--- src/rtl/ahb_decode_mux_n.sv ---
// AHB address decoder and response mux for NUM_SLAVES slaves plus an internal default slave.
// Select is combinational from HADDR; the response mux follows the registered data-phase select.
// Unmapped active transfers get a two-cycle ERROR, and a stalled slave is aborted after TIMEOUT_CYCLES.
//
// Ports:
//   HCLK, HRESETn           clock, async active-low reset
//   HADDR, HTRANS           master address phase
//   HSEL_S                  one-hot slave select (lowest matching index wins)
//   HRDATA_S, HREADYOUT_S,
//   HRESP_S                 per-slave data-phase responses (slave i at [32i+31:32i])
//   HRDATA, HREADY, HRESP   muxed response to master (HREADY also fans out to slaves)
//   timeout_irq             one-cycle pulse while in ABORT1
//   timeout_slave           sticky index of the last timed-out slave
//   err_count               saturating count of ERROR responses generated here
//   err_clear               synchronous clear of err_count and timeout_slave
module ahb_decode_mux_n #(
  parameter int                        NUM_SLAVES     = 8,
  parameter logic [32*NUM_SLAVES-1:0]  SLV_BASE       = (32*NUM_SLAVES)'({
    32'h000F_0000, 32'h000E_0000, 32'h000D_0000, 32'h000C_0000,
    32'h000B_0000, 32'h000A_0000, 32'h0009_0000, 32'h0008_0000,
    32'h0007_0000, 32'h0006_0000, 32'h0005_0000, 32'h0004_0000,
    32'h0003_0000, 32'h0002_0000, 32'h0001_0000, 32'h0000_0000}),
  parameter logic [32*NUM_SLAVES-1:0]  SLV_MASK       = {NUM_SLAVES{32'hFFFF_0000}},
  parameter int                        TIMEOUT_CYCLES = 256,
  parameter logic [31:0]               NOMAP_DATA     = 32'hDEAD_BEEF
) (
  input  logic                     HCLK,
  input  logic                     HRESETn,
  input  logic [31:0]              HADDR,
  input  logic [1:0]               HTRANS,
  output logic [NUM_SLAVES-1:0]    HSEL_S,
  input  logic [32*NUM_SLAVES-1:0] HRDATA_S,
  input  logic [NUM_SLAVES-1:0]    HREADYOUT_S,
  input  logic [NUM_SLAVES-1:0]    HRESP_S,
  output logic [31:0]              HRDATA,
  output logic                     HREADY,
  output logic                     HRESP,
  output logic                     timeout_irq,
  output logic [3:0]               timeout_slave,
  output logic [7:0]               err_count,
  input  logic                     err_clear
);

  // The counter only needs to reach TIMEOUT_CYCLES-1: the abort is taken on
  // the edge where it would have reached the limit.
  localparam int            CW     = (TIMEOUT_CYCLES > 1) ? $clog2(TIMEOUT_CYCLES) : 1;
  localparam logic [CW-1:0] TO_LIM = CW'(TIMEOUT_CYCLES - 1);

  typedef enum logic [2:0] {
    ST_NORMAL,
    ST_ERR1,
    ST_ERR2,
    ST_ABORT1,
    ST_ABORT2
  } state_e;

  state_e state_q, state_d;

  logic          addr_hit;
  logic [3:0]    addr_idx;
  logic          addr_err;

  logic          dp_mapped_q, dp_mapped_d;
  logic [3:0]    dp_idx_q,    dp_idx_d;
  logic          dp_trans_q,  dp_trans_d;

  logic [CW-1:0] cnt_q, cnt_d;
  logic [3:0]    tslave_q, tslave_d;
  logic [7:0]    errcnt_q, errcnt_d;

  logic [31:0]   slv_rdata;
  logic          slv_rdy;
  logic          slv_resp;
  logic          hready;
  logic          waiting;
  logic          abort_hit;

  // IDLE and BUSY behave identically here; only HTRANS[1] matters.
  logic          unused_htrans0;
  assign unused_htrans0 = HTRANS[0];

  // ---------------------------------------------------------------------------
  // Address decode: scan from the top so the lowest matching index wins.
  // ---------------------------------------------------------------------------
  always_comb begin
    addr_hit = 1'b0;
    addr_idx = '0;
    for (int i = NUM_SLAVES - 1; i >= 0; i--) begin
      if ((HADDR & SLV_MASK[32*i +: 32]) == SLV_BASE[32*i +: 32]) begin
        addr_hit = 1'b1;
        addr_idx = 4'(i);
      end
    end
  end

  always_comb begin
    HSEL_S = '0;
    for (int i = 0; i < NUM_SLAVES; i++) begin
      HSEL_S[i] = addr_hit && (addr_idx == 4'(i));
    end
  end

  assign addr_err = !addr_hit && HTRANS[1];

  // ---------------------------------------------------------------------------
  // Data-phase slave mux
  // ---------------------------------------------------------------------------
  always_comb begin
    slv_rdata = '0;
    slv_rdy   = 1'b1;
    slv_resp  = 1'b0;
    for (int i = 0; i < NUM_SLAVES; i++) begin
      if (dp_idx_q == 4'(i)) begin
        slv_rdata = HRDATA_S[32*i +: 32];
        slv_rdy   = HREADYOUT_S[i];
        slv_resp  = HRESP_S[i];
      end
    end
  end

  // ---------------------------------------------------------------------------
  // Response FSM: state register
  // ---------------------------------------------------------------------------
  always_ff @(posedge HCLK or negedge HRESETn) begin
    if (!HRESETn) state_q <= ST_NORMAL;
    else          state_q <= state_d;
  end

  // Only an active transfer waiting on a mapped slave counts toward the
  // timeout; slaves must answer IDLE/BUSY with zero wait states anyway.
  assign waiting   = (state_q == ST_NORMAL) && dp_mapped_q && dp_trans_q && !slv_rdy;
  assign abort_hit = (TIMEOUT_CYCLES != 0) && waiting && (cnt_q == TO_LIM);

  // ---------------------------------------------------------------------------
  // Response FSM: next state
  // ---------------------------------------------------------------------------
  always_comb begin
    state_d = state_q;
    case (state_q)
      ST_NORMAL: begin
        if (hready && addr_err) state_d = ST_ERR1;
        else if (abort_hit)     state_d = ST_ABORT1;
      end
      ST_ERR1:   state_d = ST_ERR2;
      ST_ABORT1: state_d = ST_ABORT2;
      // HREADY is high here, so a new address phase is accepted as usual.
      ST_ERR2, ST_ABORT2: state_d = addr_err ? ST_ERR1 : ST_NORMAL;
      default:   state_d = ST_NORMAL;
    endcase
  end

  // ---------------------------------------------------------------------------
  // Response FSM: outputs
  // ---------------------------------------------------------------------------
  always_comb begin
    HRDATA = NOMAP_DATA;
    hready = 1'b1;
    HRESP  = 1'b0;
    case (state_q)
      ST_NORMAL: begin
        if (dp_mapped_q) begin
          HRDATA = slv_rdata;
          hready = slv_rdy;
          HRESP  = slv_resp;
        end
      end
      ST_ERR1, ST_ABORT1: begin
        hready = 1'b0;
        HRESP  = 1'b1;
      end
      ST_ERR2, ST_ABORT2: begin
        hready = 1'b1;
        HRESP  = 1'b1;
      end
      default: ;
    endcase
  end

  assign HREADY      = hready;
  assign timeout_irq = (state_q == ST_ABORT1);

  // ---------------------------------------------------------------------------
  // Data-phase select, timeout counter, error bookkeeping
  // ---------------------------------------------------------------------------
  always_comb begin
    dp_mapped_d = dp_mapped_q;
    dp_idx_d    = dp_idx_q;
    dp_trans_d  = dp_trans_q;
    if (hready) begin
      dp_mapped_d = addr_hit;
      dp_idx_d    = addr_idx;
      dp_trans_d  = HTRANS[1];
    end
  end

  always_comb begin
    cnt_d = cnt_q;
    if (hready)       cnt_d = '0;
    else if (waiting) cnt_d = cnt_q + 1'b1;
  end

  // Every transition into ERR1/ABORT1 is an entry (neither state self-loops).
  always_comb begin
    errcnt_d = errcnt_q;
    tslave_d = tslave_q;
    if (err_clear) begin
      errcnt_d = '0;
      tslave_d = '0;
    end else begin
      if (((state_d == ST_ERR1) || (state_d == ST_ABORT1)) && (errcnt_q != 8'hFF))
        errcnt_d = errcnt_q + 8'd1;
      if (state_d == ST_ABORT1)
        tslave_d = dp_idx_q;
    end
  end

  always_ff @(posedge HCLK or negedge HRESETn) begin
    if (!HRESETn) begin
      dp_mapped_q <= 1'b0;
      dp_idx_q    <= '0;
      dp_trans_q  <= 1'b0;
      cnt_q       <= '0;
      tslave_q    <= '0;
      errcnt_q    <= '0;
    end else begin
      dp_mapped_q <= dp_mapped_d;
      dp_idx_q    <= dp_idx_d;
      dp_trans_q  <= dp_trans_d;
      cnt_q       <= cnt_d;
      tslave_q    <= tslave_d;
      errcnt_q    <= errcnt_d;
    end
  end

  assign timeout_slave = tslave_q;
  assign err_count     = errcnt_q;

endmodule
--- config.mk ---
export PLATFORM = sky130hd
export DESIGN_NAME = ahb_decode_mux_n
export DESIGN_NICKNAME = d
export VERILOG_FILES = /design/src/rtl/ahb_decode_mux_n.sv
export SDC_FILE = /design/constraint.sdc
export NUM_CORES = 1
export LEC_CHECK = 0
export CORE_AREA = 2 2 143 145
export DETAILED_ROUTE_END_ITERATION = 10
export DIE_AREA = 0 0 145 147
export HOLD_SLACK_MARGIN = 0.06
export PLACE_DENSITY_LB_ADDON = 0.1
export RECOVER_POWER = 50
export SKIP_LAST_GASP = 1
export SLEW_MARGIN = 40
export SYNTH_ARGS = -nofsm -noshare
export SYNTH_HDL_FRONTEND = slang
export SYNTH_SLANG_ARGS = --single-unit
--- constraint.sdc ---
create_clock -name HCLK -period 2.6 [get_ports HCLK]
set_clock_uncertainty 0.05 [all_clocks]
set_input_delay 0.26 -clock HCLK [delete_from_list [all_inputs] [get_ports HCLK]]
set_output_delay 0.26 -clock HCLK [all_outputs]
set_load 0.02 [all_outputs]
Yosys cells after proc, flatten, opt, wreduce, memory -nomap -nowiden. Cells that the tools add are included.

Output and inout port bits: 55. Bits of input ports: 309. Memory bits (writable): 0. Register bits: 29. Word-level logic and storage cells: 122. ROM bits: 0. Memories: 0. Bits in latches: 0.

Equality and inequality tests: 29. Bitwise gates (word level): 0. Multiply operators: 0. Reductions and logical operators: 28. Mux-type cells: 56. Add/sub/neg operators: 2. Div/mod/pow operators: 0. Magnitude comparators: 0. Shift operators: 0.

Operators by type and width (number): 32-bit 2-to-1 mux (10); 16-bit by 3-bit equality test with 1-bit output, second input constant (4); 16-bit by 2-bit equality test with 1-bit output, second input constant (2); 4-bit by 3-bit equality test with 1-bit output, second input constant (8); 32-bit logical NOT (1); 8-bit 2-to-1 mux (4); 1-bit 2-to-1 mux (27); 3-bit 2-to-1 mux (8); 8-bit by 1-bit adder with 8-bit output, second input constant (2); 16-bit by 1-bit equality test with 1-bit output, second input constant (1); 4-bit by 2-bit equality test with 1-bit output, second input constant (4); 4-bit 2-to-1 mux (4); 1-bit logical AND (15); 3-bit case mux with 4 select lines (1); 3-bit by 2-bit equality test with 1-bit output, second input constant (3); 4-bit by 1-bit equality test with 1-bit output, second input constant (2); 8-bit equality test, second input constant (1); 4-bit logical NOT (2); 8-bit inequality test, second input constant (1); 3-bit by 1-bit equality test with 1-bit output, second input constant (2); 2-bit nonzero test (3); 1-bit case mux with 2 select lines (2); 2-bit OR reduction (2); 4-bit OR reduction (1); other kinds (4) (5).

Longest topological paths before layout. Gate-level depths: netlist of the first run.

Word-level depth: 20. Gate-level depth with buffers: 9. Mapped depth without buffers: 7.

Worst setup path after synthesis of the first run. OpenSTA, ideal clock, no wires.

Path type: reg-to-output. From: register dp_idx_q[0]. To: output HRDATA[20]. Data arrival time: 2.604 ns. Required time: 2.290 ns. Buffers on the path: 4. Stages on the path, launching flop included: 8. Path slack: -0.314 ns. Path through: dfrtp_1 buf_4 buf_2 buf_2 nand3_1 clkbuf_1 o22ai_1 a2111oi_0.

Cells in the longest elaborated chain, start to end: 11. Elaborated cells between the ends (all ways): 18. Classes of those cells: eq/ne (7); mux (10); reduce/logical (1).

Ends and longest elaborated chain: start, declared (line 64) `logic [3:0] dp_idx_q, dp_idx_d;`; start signal, assigned (line 227) `dp_idx_q <= dp_idx_d;`; 4-bit logical NOT (line 113) `if (dp_idx_q == 4'(i)) begin`; 32-bit 2-to-1 mux (7 in a row) (line 113); 32-bit 2-to-1 mux * (line 113); 32-bit 2-to-1 mux * (line 161) `if (dp_mapped_q) begin`; 32-bit 2-to-1 mux * (line 159) `case (state_q)`; end, declared (line 35) `output logic [31:0] HRDATA,`.

Mark *: on every way between the ends. The rest lies on a longest branch, timed or not.

Final worst setup path of the first run.
From: register dp_idx_q[2]. To: output HRDATA[23].

The elaborated chain is that of the path after synthesis.

==> results of run 1 <==
worst paths after layout:
kind                             start           end  slack [ns]  depth (start not counted)
min                           cnt_q[0]      cnt_q[0]        0.48                          1
min in group asynchronous      HRESETn  err_count[0]        0.85                          2
min reg2reg                   cnt_q[0]      cnt_q[0]        0.48                          1
max in group asynchronous      HRESETn   dp_idx_q[2]        0.54                          2
max                        dp_idx_q[2]    HRDATA[23]        0.02                          9
max reg2reg                dp_idx_q[2]  err_count[5]        0.08                          6
cell families (layout without fill, tap and decap cells):
logic type,count (synthesis),after routing,synth area share
simple gates,191,191,0.2296
compound gates,189,189,0.3288
buf+inv,60,410,0.06924
mux,55,55,0.1726
flops,27,27,0.1739
xor+xnor,7,7,0.01578
fa+ha+maj,3,3,0.009017
other cells,1,7,0.0009653
routing by layer:
layer,part of all wire,routed length [um]
met5,0.00055,13
met3,0.059,1385
met1,0.41,9557
met2,0.51,12080
met4,0.022,518
synthesized netlist by cell type (all sizes together), types with 5 or more instances:
| cell type | number | area, sq um |
|---|---|---|
| dfrtp | 27 | 675.7 |
| mux2i | 31 | 310.3 |
| nand2 | 54 | 202.7 |
| nor2b | 10 | 62.56 |
| mux4 | 8 | 180.2 |
| xor2 | 6 | 52.55 |
| o211ai | 5 | 37.54 |
| nor2 | 67 | 251.5 |
| buf | 17 | 107.6 |
| nor3 | 10 | 50.05 |
| nand2b | 5 | 31.28 |
| a22oi | 22 | 178.9 |
| clkbuf | 31 | 116.4 |
| a2111oi | 11 | 127.6 |
| a21oi | 49 | 256.5 |
| nand3 | 26 | 135.1 |
| o22ai | 17 | 106.4 |
| nand4 | 6 | 52.55 |
| mux2 | 16 | 180.2 |
| inv | 11 | 41.29 |
| o221ai | 16 | 140.1 |
| o21ai | 51 | 255.2 |
registers in the layout (all words and copies together), names as in the netlist:
signal and flops:
cnt_q 8, dp_idx_q 3, dp_mapped_q 1, dp_trans_q 1
err_count 8, state_q 3, timeout_slave 3
worst max-delay path: stages, from the launching register on:
cell and delay (ns):
dfrtp_4 0.48, buf_12 0.16, buf_12 0.18, mux2i_1 0.20, nor2_1 0.05, a21oi_1 0.23
o221ai_1 0.15, o21ai_0 0.13, nand2_1 0.08, dlygate4sd2_1 0.33
report_power, final:
part	switching, W	internal (W)
sequential	0.0000514	0.000450
combinational	0.000349	0.000558
clock	0.000152	0.000208
stage by stage:
stage | TNS [ns] | util | hold WS [ns] | instances | cell area (sq um)
2_1_floorplan | 0 | - | -0.08559 | 533 | 3935
3_3_place_gp | -0.06919 | 0.4012 | 0.4502 | 1146 | 7961
3_5_place_dp | -0.3079 | 0.4012 | 0.4821 | 1146 | 7961
4_1_cts | -0.01180 | 0.4044 | 0.3374 | 1151 | 8024
5_1_grt | -0.2011 | 0.4077 | 0.5015 | 1158 | 8090
6_report | 0 | 0.4078 | 0.4845 | 1159 | 8093
final cells by class:
class / instances / area, sq um
fill: 2057 / 11750
inverter: 12 / 50.05
clock inverter: 1 / 5.005
antenna: 6 / 15.01
timing repair buffer: 394 / 3866
multi-input combinational: 446 / 3062
sequential: 27 / 681.9
tap: 270 / 337.8
clock buffer: 3 / 75.07
what timing repair did:
item,in CTS,in global routing
buffers inserted,1,2
gates resized for setup,43,61
setup endpoints to repair,39,42
endpoints found under the hold margin,0,0
==> flow_metrics.env, run 1 <==
export IMPL_ys_types=58
export IMPL_grt_max_degree=32
export IMPL_p_leak_nw=3.023
export IMPL_power_density_nw_per_um2=218.5
export IMPL_worstSetupStartpointType="flip-flop"
export IMPL_ir_drop_mv=0.2803
export IMPL_worstMarginPinSlew_ns=1.551
export IMPL_wl_per_cell_um=20.33
export IMPL_synth_seq_cells=27
export IMPL_initial_core_util=0.1958
export IMPL_vias=5572
export IMPL_die_w_um=145
export IMPL_finalHoldViolations=0
export IMPL_synth_edff_count=0
export IMPL_min_path_type="reg2reg"
export IMPL_fp_dieH_um=147
export IMPL_relSlewSlack=-0.03419
export IMPL_area_growth_pct=108.3
export IMPL_core_sq_um=19840
export IMPL_layout_common_cells="clkdlybuf4s50_1 (296), nor2_1 (64), nand2_1 (54)"
export IMPL_power_w=0.001768
export IMPL_antenna_left=0
export IMPL_setup_viol_count_final=0
export IMPL_grt_overflow_total=0
export IMPL_portBuffers=345
export IMPL_syn_inst=533
export IMPL_final_max_slew_viol_count=28
export IMPL_drcViolationCount=0
export IMPL_syn_area_sq_um=3885
export IMPL_holdBufCountCts=0
export IMPL_syn_nets=844
export IMPL_yosys_warnings=0
export IMPL_ios=364
export IMPL_rsz0062_at_grt="true"
export IMPL_wl_mm=23.56
export IMPL_grt_usage=0.2106
export IMPL_clkLatencyLatePin_ns=0.26
export IMPL_gp_congestion=0.8942
export IMPL_initialDrtViolationCount=341
export IMPL_fin_ws_ns=0.02414
export IMPL_cp_arrival_ns=2.27
export IMPL_grt_first_pass_wirelength_mm=35.05
export IMPL_drt_pass1_iter_count=5
export IMPL_htreeDepth=1
export IMPL_cts_root_buf="clkbuf_16"
export IMPL_violations="capacitance limit, slew limit"
export IMPL_period_needed_ns=2.576
export IMPL_mostFrequentLayoutCell="clkdlybuf4s50_1"
export IMPL_yosysSeqAreaShare=0.1739
export IMPL_outcome="finished, violations left"
export IMPL_synth_area_per_cell_sq_um=7.289
export IMPL_post_route_period_util=0.9907
export IMPL_drv_cap=1
export IMPL_vias_per_cell=4.808
export IMPL_cts_buffer_depth=2
export IMPL_die_area_sq_um=21320
export IMPL_required_ns=2.29
export IMPL_async_reset_ff_frac=1.000
export IMPL_final_layout_size_suffix_gt1_frac=0.1404
export IMPL_ys_flop_type="dfrtp_1"
export IMPL_grt_pass1_vias=5702
export IMPL_rows=52
export IMPL_cts_tree="built"
export IMPL_fmax_mhz=388.2
export IMPL_antenna_found_initial=6
export IMPL_end_kind="output pin"
export IMPL_grtUsageMet2=0.3764
export IMPL_grt_most_used_layer="met2"
export IMPL_nNetsFinal=1195
export IMPL_gr_usage_met1=0.2566
export IMPL_dp_final_hpwl_mm=19.66
export IMPL_grt_use_met3=0.04348
export IMPL_cp_max_fo=18
export IMPL_cts_sinks=27
export IMPL_critPathKind="reg2out"
export IMPL_path_clk_slew_ns=0.07
export IMPL_pre_cts_slack_ns=-0.04922
export IMPL_cts_buffers=3
No activity file was read; power rests on OpenSTA's default activity.
==> run 2, diff against run 1 <==
--- a/config.mk
+++ b/config.mk
@@ -6,6 +6,7 @@
 export NUM_CORES = 1
 export LEC_CHECK = 0
 export CORE_AREA = 2 2 143 145
+export CTS_CLUSTER_DIAMETER = 200
 export DETAILED_ROUTE_END_ITERATION = 10
 export DIE_AREA = 0 0 145 147
 export HOLD_SLACK_MARGIN = 0.06
==> results of run 2 <==
The final DEF is identical to that of run 1; final timing and power are the same.
==> run 3, diff against run 2 <==
--- a/config.mk
+++ b/config.mk
@@ -13,7 +13,6 @@
 export PLACE_DENSITY_LB_ADDON = 0.1
 export RECOVER_POWER = 50
 export SKIP_LAST_GASP = 1
-export SLEW_MARGIN = 40
 export SYNTH_ARGS = -nofsm -noshare
 export SYNTH_HDL_FRONTEND = slang
 export SYNTH_SLANG_ARGS = --single-unit
==> results of run 3 <==
The final DEF is identical to that of run 1; final timing and power are the same.
